===== config.mk =====
export PLATFORM = sky130hd
export DESIGN_NAME = sample_readout_sequencer
export DESIGN_NICKNAME = d
export VERILOG_FILES = /design/src/rtl/sample_readout_sequencer.sv
export SDC_FILE = /design/constraint.sdc
export NUM_CORES = 1
export LEC_CHECK = 0
export CAP_MARGIN = 0
export CORE_MARGIN = 5
export CORE_UTILIZATION = 52
export CTS_BUF_LIST = sky130_fd_sc_hd__clkbuf_4
export CTS_CLUSTER_DIAMETER = 40
export DETAILED_ROUTE_END_ITERATION = 6
export PLACE_DENSITY = 0.83
export SLEW_MARGIN = 25
export SYNTH_ARGS = -nofsm -noshare
export SYNTH_HDL_FRONTEND = slang
export SYNTH_SLANG_ARGS = --single-unit

===== constraint.sdc =====
create_clock -name clock_i -period 2.35 [get_ports clock_i]
set_input_delay 0.235 -clock clock_i [delete_from_list [all_inputs] [get_ports clock_i]]
set_output_delay 0.235 -clock clock_i [all_outputs]
set_load 0.01 [all_outputs]

===== src/rtl/sample_readout_sequencer.sv =====
// Read-side sequencer for the acquisition sample buffer: walks RAM addresses
// 0..NSAMPLES-1 and streams the samples out with sop/eop behind a credit-limited FIFO.
module sample_readout_sequencer #(
    parameter int NSAMPLES    = 1170,
    parameter int ADDR_W      = 11,
    parameter int DATA_W      = 16,
    parameter int RAM_LATENCY = 2,
    parameter int FIFO_DEPTH  = 4
) (
    input  logic              clock_i,
    input  logic              reset_n_i,
    input  logic              start_i,
    input  logic              abort_i,
    output logic              rd_en_o,
    output logic [ADDR_W-1:0] rd_addr_o,
    input  logic [DATA_W-1:0] rd_data_i,
    output logic [DATA_W-1:0] out_data_o,
    output logic              out_valid_o,
    input  logic              out_ready_i,
    output logic              out_sop_o,
    output logic              out_eop_o,
    output logic              busy_o,
    output logic              done_o,
    output logic              overrun_o
);
    // state   | meaning
    // IDLE    | waiting for start
    // READ    | issuing RAM reads as FIFO credit allows
    // DRAIN   | all reads issued, emptying FIFO until the eop beat leaves
    localparam logic [1:0] S_IDLE  = 2'd0;
    localparam logic [1:0] S_READ  = 2'd1;
    localparam logic [1:0] S_DRAIN = 2'd2;

    localparam int PTR_W = (FIFO_DEPTH > 1) ? $clog2(FIFO_DEPTH) : 1;
    localparam int CNT_W = $clog2(FIFO_DEPTH + 1);
    localparam int SUM_W = $clog2(2 * FIFO_DEPTH + 1);
    localparam logic [ADDR_W-1:0] LAST_IDX = ADDR_W'(NSAMPLES - 1);
    localparam logic [PTR_W-1:0]  LAST_PTR = PTR_W'(FIFO_DEPTH - 1);
    localparam logic [SUM_W-1:0]  DEPTH_S  = SUM_W'(FIFO_DEPTH);

    logic [1:0]             state_q, state_d;
    logic [ADDR_W-1:0]      addr_q, addr_d;
    logic [ADDR_W-1:0]      beat_q, beat_d;
    logic [RAM_LATENCY-1:0] pipe_q, pipe_d;
    logic [DATA_W-1:0]      fifo_mem_q [FIFO_DEPTH];
    logic [PTR_W-1:0]       wr_ptr_q, wr_ptr_d, rd_ptr_q, rd_ptr_d;
    logic [CNT_W-1:0]       count_q, count_d;
    logic                   overrun_q, overrun_d;
    logic                   done_q, done_d;
    logic [SUM_W-1:0]       inflight, occupancy;
    logic                   push, pop, start_ok, credit_ok, last_beat;

    always_comb begin
        inflight = '0;
        for (int i = 0; i < RAM_LATENCY; i++) begin
            inflight = inflight + SUM_W'(pipe_q[i]);
        end
    end

    // A read only goes out if a FIFO slot is already reserved for its data.
    assign occupancy   = SUM_W'(count_q) + inflight;
    assign credit_ok   = occupancy < DEPTH_S;
    assign rd_en_o     = (state_q == S_READ) && credit_ok && !abort_i;
    assign rd_addr_o   = addr_q;
    assign push        = pipe_q[RAM_LATENCY-1];
    assign out_valid_o = (count_q != '0);
    assign pop         = out_valid_o && out_ready_i;
    assign last_beat   = (beat_q == LAST_IDX);
    assign out_data_o  = out_valid_o ? fifo_mem_q[rd_ptr_q] : '0;
    assign out_sop_o   = out_valid_o && (beat_q == '0);
    assign out_eop_o   = out_valid_o && last_beat;
    assign busy_o      = (state_q != S_IDLE);
    assign done_o      = done_q;
    assign overrun_o   = overrun_q;
    assign start_ok    = start_i && !abort_i && (state_q == S_IDLE);

    always_comb begin
        state_d   = state_q;
        addr_d    = addr_q;
        beat_d    = beat_q;
        overrun_d = overrun_q;
        done_d    = pop && last_beat;
        pipe_d    = pipe_q << 1;
        pipe_d[0] = rd_en_o;
        wr_ptr_d  = wr_ptr_q;
        rd_ptr_d  = rd_ptr_q;
        count_d   = count_q + CNT_W'(push) - CNT_W'(pop);
        if (push) wr_ptr_d = (wr_ptr_q == LAST_PTR) ? '0 : wr_ptr_q + PTR_W'(1);
        if (pop)  rd_ptr_d = (rd_ptr_q == LAST_PTR) ? '0 : rd_ptr_q + PTR_W'(1);
        if (pop)  beat_d   = last_beat ? '0 : beat_q + ADDR_W'(1);

        case (state_q)
            S_IDLE: begin
                if (start_ok) begin
                    state_d   = S_READ;
                    addr_d    = '0;
                    overrun_d = 1'b0;
                end
            end
            S_READ: begin
                if (rd_en_o) begin
                    if (addr_q == LAST_IDX) state_d = S_DRAIN;
                    else                    addr_d  = addr_q + ADDR_W'(1);
                end
            end
            S_DRAIN: begin
                if (pop && last_beat) state_d = S_IDLE;
            end
            default: state_d = S_IDLE;
        endcase

        if (start_i && !abort_i && (state_q != S_IDLE)) overrun_d = 1'b1;

        // Abort drops everything, including data still coming back from the RAM.
        if (abort_i) begin
            state_d  = S_IDLE;
            pipe_d   = '0;
            wr_ptr_d = '0;
            rd_ptr_d = '0;
            count_d  = '0;
            beat_d   = '0;
            done_d   = 1'b0;
        end
    end

    always_ff @(posedge clock_i or negedge reset_n_i) begin
        if (!reset_n_i) begin
            state_q   <= S_IDLE;
            addr_q    <= '0;
            beat_q    <= '0;
            pipe_q    <= '0;
            wr_ptr_q  <= '0;
            rd_ptr_q  <= '0;
            count_q   <= '0;
            overrun_q <= 1'b0;
            done_q    <= 1'b0;
        end else begin
            state_q   <= state_d;
            addr_q    <= addr_d;
            beat_q    <= beat_d;
            pipe_q    <= pipe_d;
            wr_ptr_q  <= wr_ptr_d;
            rd_ptr_q  <= rd_ptr_d;
            count_q   <= count_d;
            overrun_q <= overrun_d;
            done_q    <= done_d;
        end
    end

    always_ff @(posedge clock_i) begin
        if (push && !abort_i) fifo_mem_q[wr_ptr_q] <= rd_data_i;
    end

endmodule

== After elaboration in Yosys (flattened, before gate mapping) ==
Memory sizes are Yosys's and may differ from the RTL's.
Cells that the tools add are included.

* Register bits: 35
* Memory bits (writable): 64
* Input bits: 21
* Output and inout port bits: 34
* Word-level logic and storage cells: 83
* Memories: 1

* $add $sub $neg: 8
* $lt $le $gt $ge: 1
* Equal/unequal tests: 13
* Muxes and demuxes: 28
* Reductions and logical operators: 23

{| class="wikitable"
|+ Memory list
! name !! words !! bits a word !! rd ports !! clocked after Yosys merged registers in !! wr ports !! RTL line !! RTL
|-
| fifo_mem_q || 4 || 16 || 1 || 0 || 1 || 45 || <nowiki>logic [DATA_W-1:0] fifo_mem_q [FIFO_DEPTH];</nowiki>
|}

{| class="wikitable"
|+ Operators by type and width
! operator !! number
|-
| 11-bit two-way mux || 6
|-
| 2-bit two-way mux || 12
|-
| 11-bit by 1-bit adder with 11-bit output, second input constant || 2
|-
| 11-bit equality test, second input constant || 2
|-
| 11-bit one-hot mux with 2 select lines || 1
|-
| 16-bit two-way mux || 1
|-
| 2-bit nonzero test || 6
|-
| 11-bit zero test || 1
|-
| 1-bit logical AND || 10
|-
| 3-bit != test, second input constant || 3
|-
| 4-bit AND reduction || 2
|-
| 2-bit equality test, second input constant || 3
|-
| 1-bit two-way mux || 6
|-
| 2-bit != test, second input constant || 3
|-
| 2-bit one-hot mux with 3 select lines || 1
|-
| 2-bit by 1-bit adder with 2-bit output, second input constant || 2
|-
| 3-bit by 2-bit adder with 4-bit output || 1
|-
| 4-bit by 3-bit < comparator with 1-bit output, second input constant || 1
|-
| 3-bit by 1-bit adder with 3-bit output || 1
|-
| 3-bit two-way mux || 1
|-
| 3-bit by 2-bit != test with 1-bit output, second input constant || 1
|-
| 3-bit nonzero test || 1
|-
| 3-bit by 1-bit subtractor with 3-bit output || 1
|-
| 1-bit by 1-bit adder with 2-bit output || 1
|-
| 4 further kinds || 4
|}

== Depth between registers and ports, before layout ==
* Depth after elaboration: 8
* Depth in mapped cells: 10
* Gate-level depth less buffers: 10

== Worst setup path after synthesis ==
Ideal clock, no wire load.

* Kind: reg2reg
* Start: register count_q[1]
* End: register count_q[2]
* Arrival: 2,238 ps
* Setup slack: -20 ps
* Stages on the path, launching flop included: 11
* Buffers on the path: 0
* Period minus slack after synthesis: 2,370 ps
* Path through: dfrtp_1 -> nor3_2 -> nand2b_1 -> clkinv_1 -> ha_1 -> inv_1 -> ha_1 -> inv_1 -> fa_1 -> xnor2_1 -> nor2_1

* Longest elaborated chain between the ends: 4
* Elaborated cells on any way between the ends: 5
* Those cells by class: add/sub (2); mux (1); reduce/logical (2)

{| class="wikitable"
|+ Ends and longest elaborated chain
! what !! RTL line !! RTL
|-
| start: declaration || 47 || <nowiki>logic [CNT_W-1:0] count_q, count_d;</nowiki>
|-
| start signal: assignment || 144 || <nowiki>count_q <= count_d;</nowiki>
|-
| parallel branches: the longest is 2 deep, another holds 3-bit by 1-bit adder with 3-bit output || - ||
|-
| 3-bit by 1-bit subtractor with 3-bit output (*) || 87 || <nowiki>count_d = count_q + CNT_W'(push) - CNT_W'(pop);</nowiki>
|-
| 3-bit two-way mux (*) || 115 || <nowiki>if (abort_i) begin</nowiki>
|-
| named net count_d[2] || 47 ||
|}

Mark *: on every way through the listed nets, which the timed path passes.
A chain may end at the register's enable or synchronous reset.

== Worst setup path in the final report ==
* Start: register beat_q[8]
* End: output out_eop_o

* Longest elaborated chain between the ends: 2

{| class="wikitable"
|+ Ends and longest elaborated chain
! what !! RTL line !! RTL
|-
| start: declaration || 43 || <nowiki>logic [ADDR_W-1:0] beat_q, beat_d;</nowiki>
|-
| start signal: assignment || 140 || <nowiki>beat_q <= beat_d;</nowiki>
|-
| 11-bit equality test || 68 || <nowiki>assign last_beat = (beat_q == LAST_IDX);</nowiki>
|-
| 1-bit logical AND || 71 || <nowiki>assign out_eop_o = out_valid_o && last_beat;</nowiki>
|-
| end: declaration || 21 || <nowiki>output logic out_eop_o,</nowiki>
|}

Every way passes these cells.

==> results.md <==
- Top routing layer in use: met4
- Vias in the first global route: between 2000 and 3000
- CTS tree: yes
- Synthesized area: 0.00442 sq mm
- Yosys reg bits: 99
- Wire per inst: roughly 17 um
- Total global routing track utilization: 0.175
- Max Slew Vio Count: 0
- Total CTS buffers: 9
- Critical-path maximum fanout: 2
- Pin count of the biggest net entering global routing: 36
- R2R setup slack: 0.22 ns
- Status: completed
- DRT Pass-1 Iters: 4
- Syn_area_per_cell: ~14 sq um
- Antenna diodes: 0
- Clock skew: about 0.018 ns
- Async SR Flop Fraction: 0.354
- CTS root buf: clkbuf_4
- CTS H-tree lvls: 3
- Count of final hold-check violations: 0
- Initial antenna violation count: 0
- Yosys warning count: 0
- Total gr overflow: 0
- Fill count: about 630
- Max Freq: roughly 440 MHz
- Utilization after layout: 0.646
- Starting Density: 0.535
- DRC viols: 0
- WL met1: ~3.3 mm
- Pleak: around 2.1 nW
- Class of the worst hold path: input pin to async pin
- Overall Power: 4.29 mW
- Clock Sinks: 99
- Final worst setup slack: a little under 0.1 ns
- RSZ-0062 raised after global routing: false
- PortBufs: 54
- Tightest Pin Transition: a little under 0.6 ns
- Total Wirelength: ~8.3 mm
- Syn Inst Count: between 300 and 400
- Most frequent cells in the layout: edfxtp_1, clkdlybuf4s50_1, dfrtp_1, nor2_1, nor2b_1
- Met3 WL: ~370 um
- Maxcap violations: 0
- R2R depth: 10
- Area Growth Syn to Fin: 20.8%
- Place WS: roughly 0.067 ns
- Post-DP HPWL: around 5.6 mm
- CTS max path bufs: 2
- First-iteration detailed-routing DRC count: ~100
- Crit end category: primary output
- R2r endpoint: count_q[2]
- Critical Path RT: about 2.1 ns
- Share of cells above drive strength 1: 0.161
- Row cnt: 33
- Rel. slew slack: 0.615
- Height of the chip: 102 um
- Vias post-DR: approximately 2700
- Synth Net Count: between 300 and 400
- Minimum clock period: 2.25 ns
- Startpoint types: flop
- Number of flops mapped to enable cells by yosys: 64
- Core Area: about 0.0083 sq mm
- Metal2 WL: 4.50 mm
- Vias per inst: approximately 5.5
- RePlAce Congestion: 0.849
- Crit path DAT: ~2.0 ns
- Tcrit/Tclk final: 0.958
- Crit Path Class: flop to primary output
- Die footprint: approximately 0.010 sq mm
- Worst r2r src: count_q[1]
- First-pass GRT wire length: roughly 14 mm
- Worst-path clk slew: around 0.16 ns
- Commonest non-fill, non-tap cell in the layout: edfxtp_1
- Clock Latency Late Sink: approximately 0.43 ns
- Antenna-violating nets left: 0
- Setup violations, final: 0
- I/O Pins: 55
- Worst vdd ir: roughly 0.34 mV
- Sequential share of the synthesized area: 0.633
- Multi-input gate area: between 0.0015 and 0.002 sq mm
- Cts hold-fix bufs: 0
- Register Area: between 0.002 and 0.003 sq mm
- Unique masters post-synth: 48
- Pwr/cell area: about 800 mW/mm^2
- Most used DFF post-synth: edfxtp_1
- # nets final: 422
- Die span in x: roughly 100 um
## synthesized netlist by cell type, drive strengths merged (3+ instances only)
master / count / area, sq um
o211ai: 3 / 22.5
nor2b: 21 / 131
nor3: 7 / 40.0
a21oi: 10 / 50.1
mux2i: 6 / 60.1
xor2: 5 / 43.8
nand2b: 7 / 43.8
or4: 4 / 37.5
nand3: 7 / 35.0
and2: 5 / 31.3
edfxtp: 64 / 1920
nor2: 21 / 78.8
clkbuf: 7 / 26.3
o21ai: 7 / 35.0
o31ai: 3 / 22.5
mux4: 16 / 360
inv: 13 / 48.8
ha: 14 / 175
nand2: 16 / 60.1
and3: 5 / 31.3
buf: 4 / 26.3
dfrtp: 35 / 876
nand4: 4 / 25.0
## worst max-delay path, stage by stage, from the launching register on
cell and delay [ns]:
dfrtp_1 0.41, or4_4 0.53, or4_4 0.43, nor2_1 0.10, buf_2 0.13
## state kept, by name (all words and copies together), names as in the netlist
signal / flops
beat_q: 11
count_q: 3
done_o: 1
fifo_mem_q: 64
overrun_o: 1
pipe_q: 2
rd_addr_o: 11
rd_ptr_q: 2
state_q: 2
wr_ptr_q: 2
## logic make-up (layout without fill, tap and decap cells)
family	after synthesis	in the layout	synth area share
buf+inv	25	105	0.0238
simple gates	106	106	0.131
fa+ha+maj	15	15	0.0442
compound gates	37	37	0.0581
mux	22	22	0.0952
flops	99	99	0.633
xor+xnor	7	7	0.0139
## per-layer routing
metal,up-vias,GRT usage
met5,-,0
met4,0,0.0616
met3,6,0.0273
met2,60,0.308
met1,1359,0.220
li1,1307,-
## final cells by class
cell class	count	share of cell area
clock inverter	7	0.0145
sequential	99	0.524
timing repair buffer	75	0.128
multi-input combinational	187	0.286
inverter	14	0.00985
tap	105	0.0246
clock buffer	9	0.0127
## repair_timing
action                     4_1_cts  5_1_grt
pin swaps                        0        2
resized for setup               23        5
setup endpoints to repair       19        4
setup buffers                    2        2
## worst max path at each step
stage                    end         from  cells after the start  slack (ns)
2_1_floorplan     count_q[2]   count_q[1]                     10        0.06
3_3_place_gp       out_eop_o    beat_q[8]                      4        0.07
3_5_place_dp       out_eop_o    beat_q[8]                      4        0.07
4_1_cts            out_eop_o    beat_q[8]                      4       -0.12
5_1_grt        out_data_o[7]  rd_ptr_q[0]                      4       0.004
6_report           out_eop_o    beat_q[8]                      4         0.1
## stage by stage
stage | cells | area [sq um] | setup TNS [ns] | hold slack, ns
floorplan | 311 | 4420 | 0 | -0.0606
global placement | 476 | 5180 | 0 | 0.478
detailed placement | 476 | 5180 | 0 | 0.479
CTS | 494 | 5330 | -0.120 | 0.192
global route | 496 | 5340 | 0 | 0.193
finish | 496 | 5340 | 0 | 0.197
## power by group
group          internal (mW)  switching, mW  leakage [nW]  total [mW]
registers               1.92         0.0807          1.05        2.00
logic                  0.714          0.704         0.967        1.42
clock network          0.257          0.609        0.0803       0.866
total                   2.89           1.39          2.10        4.29
Note: power is estimated with default switching activity, not from simulation.
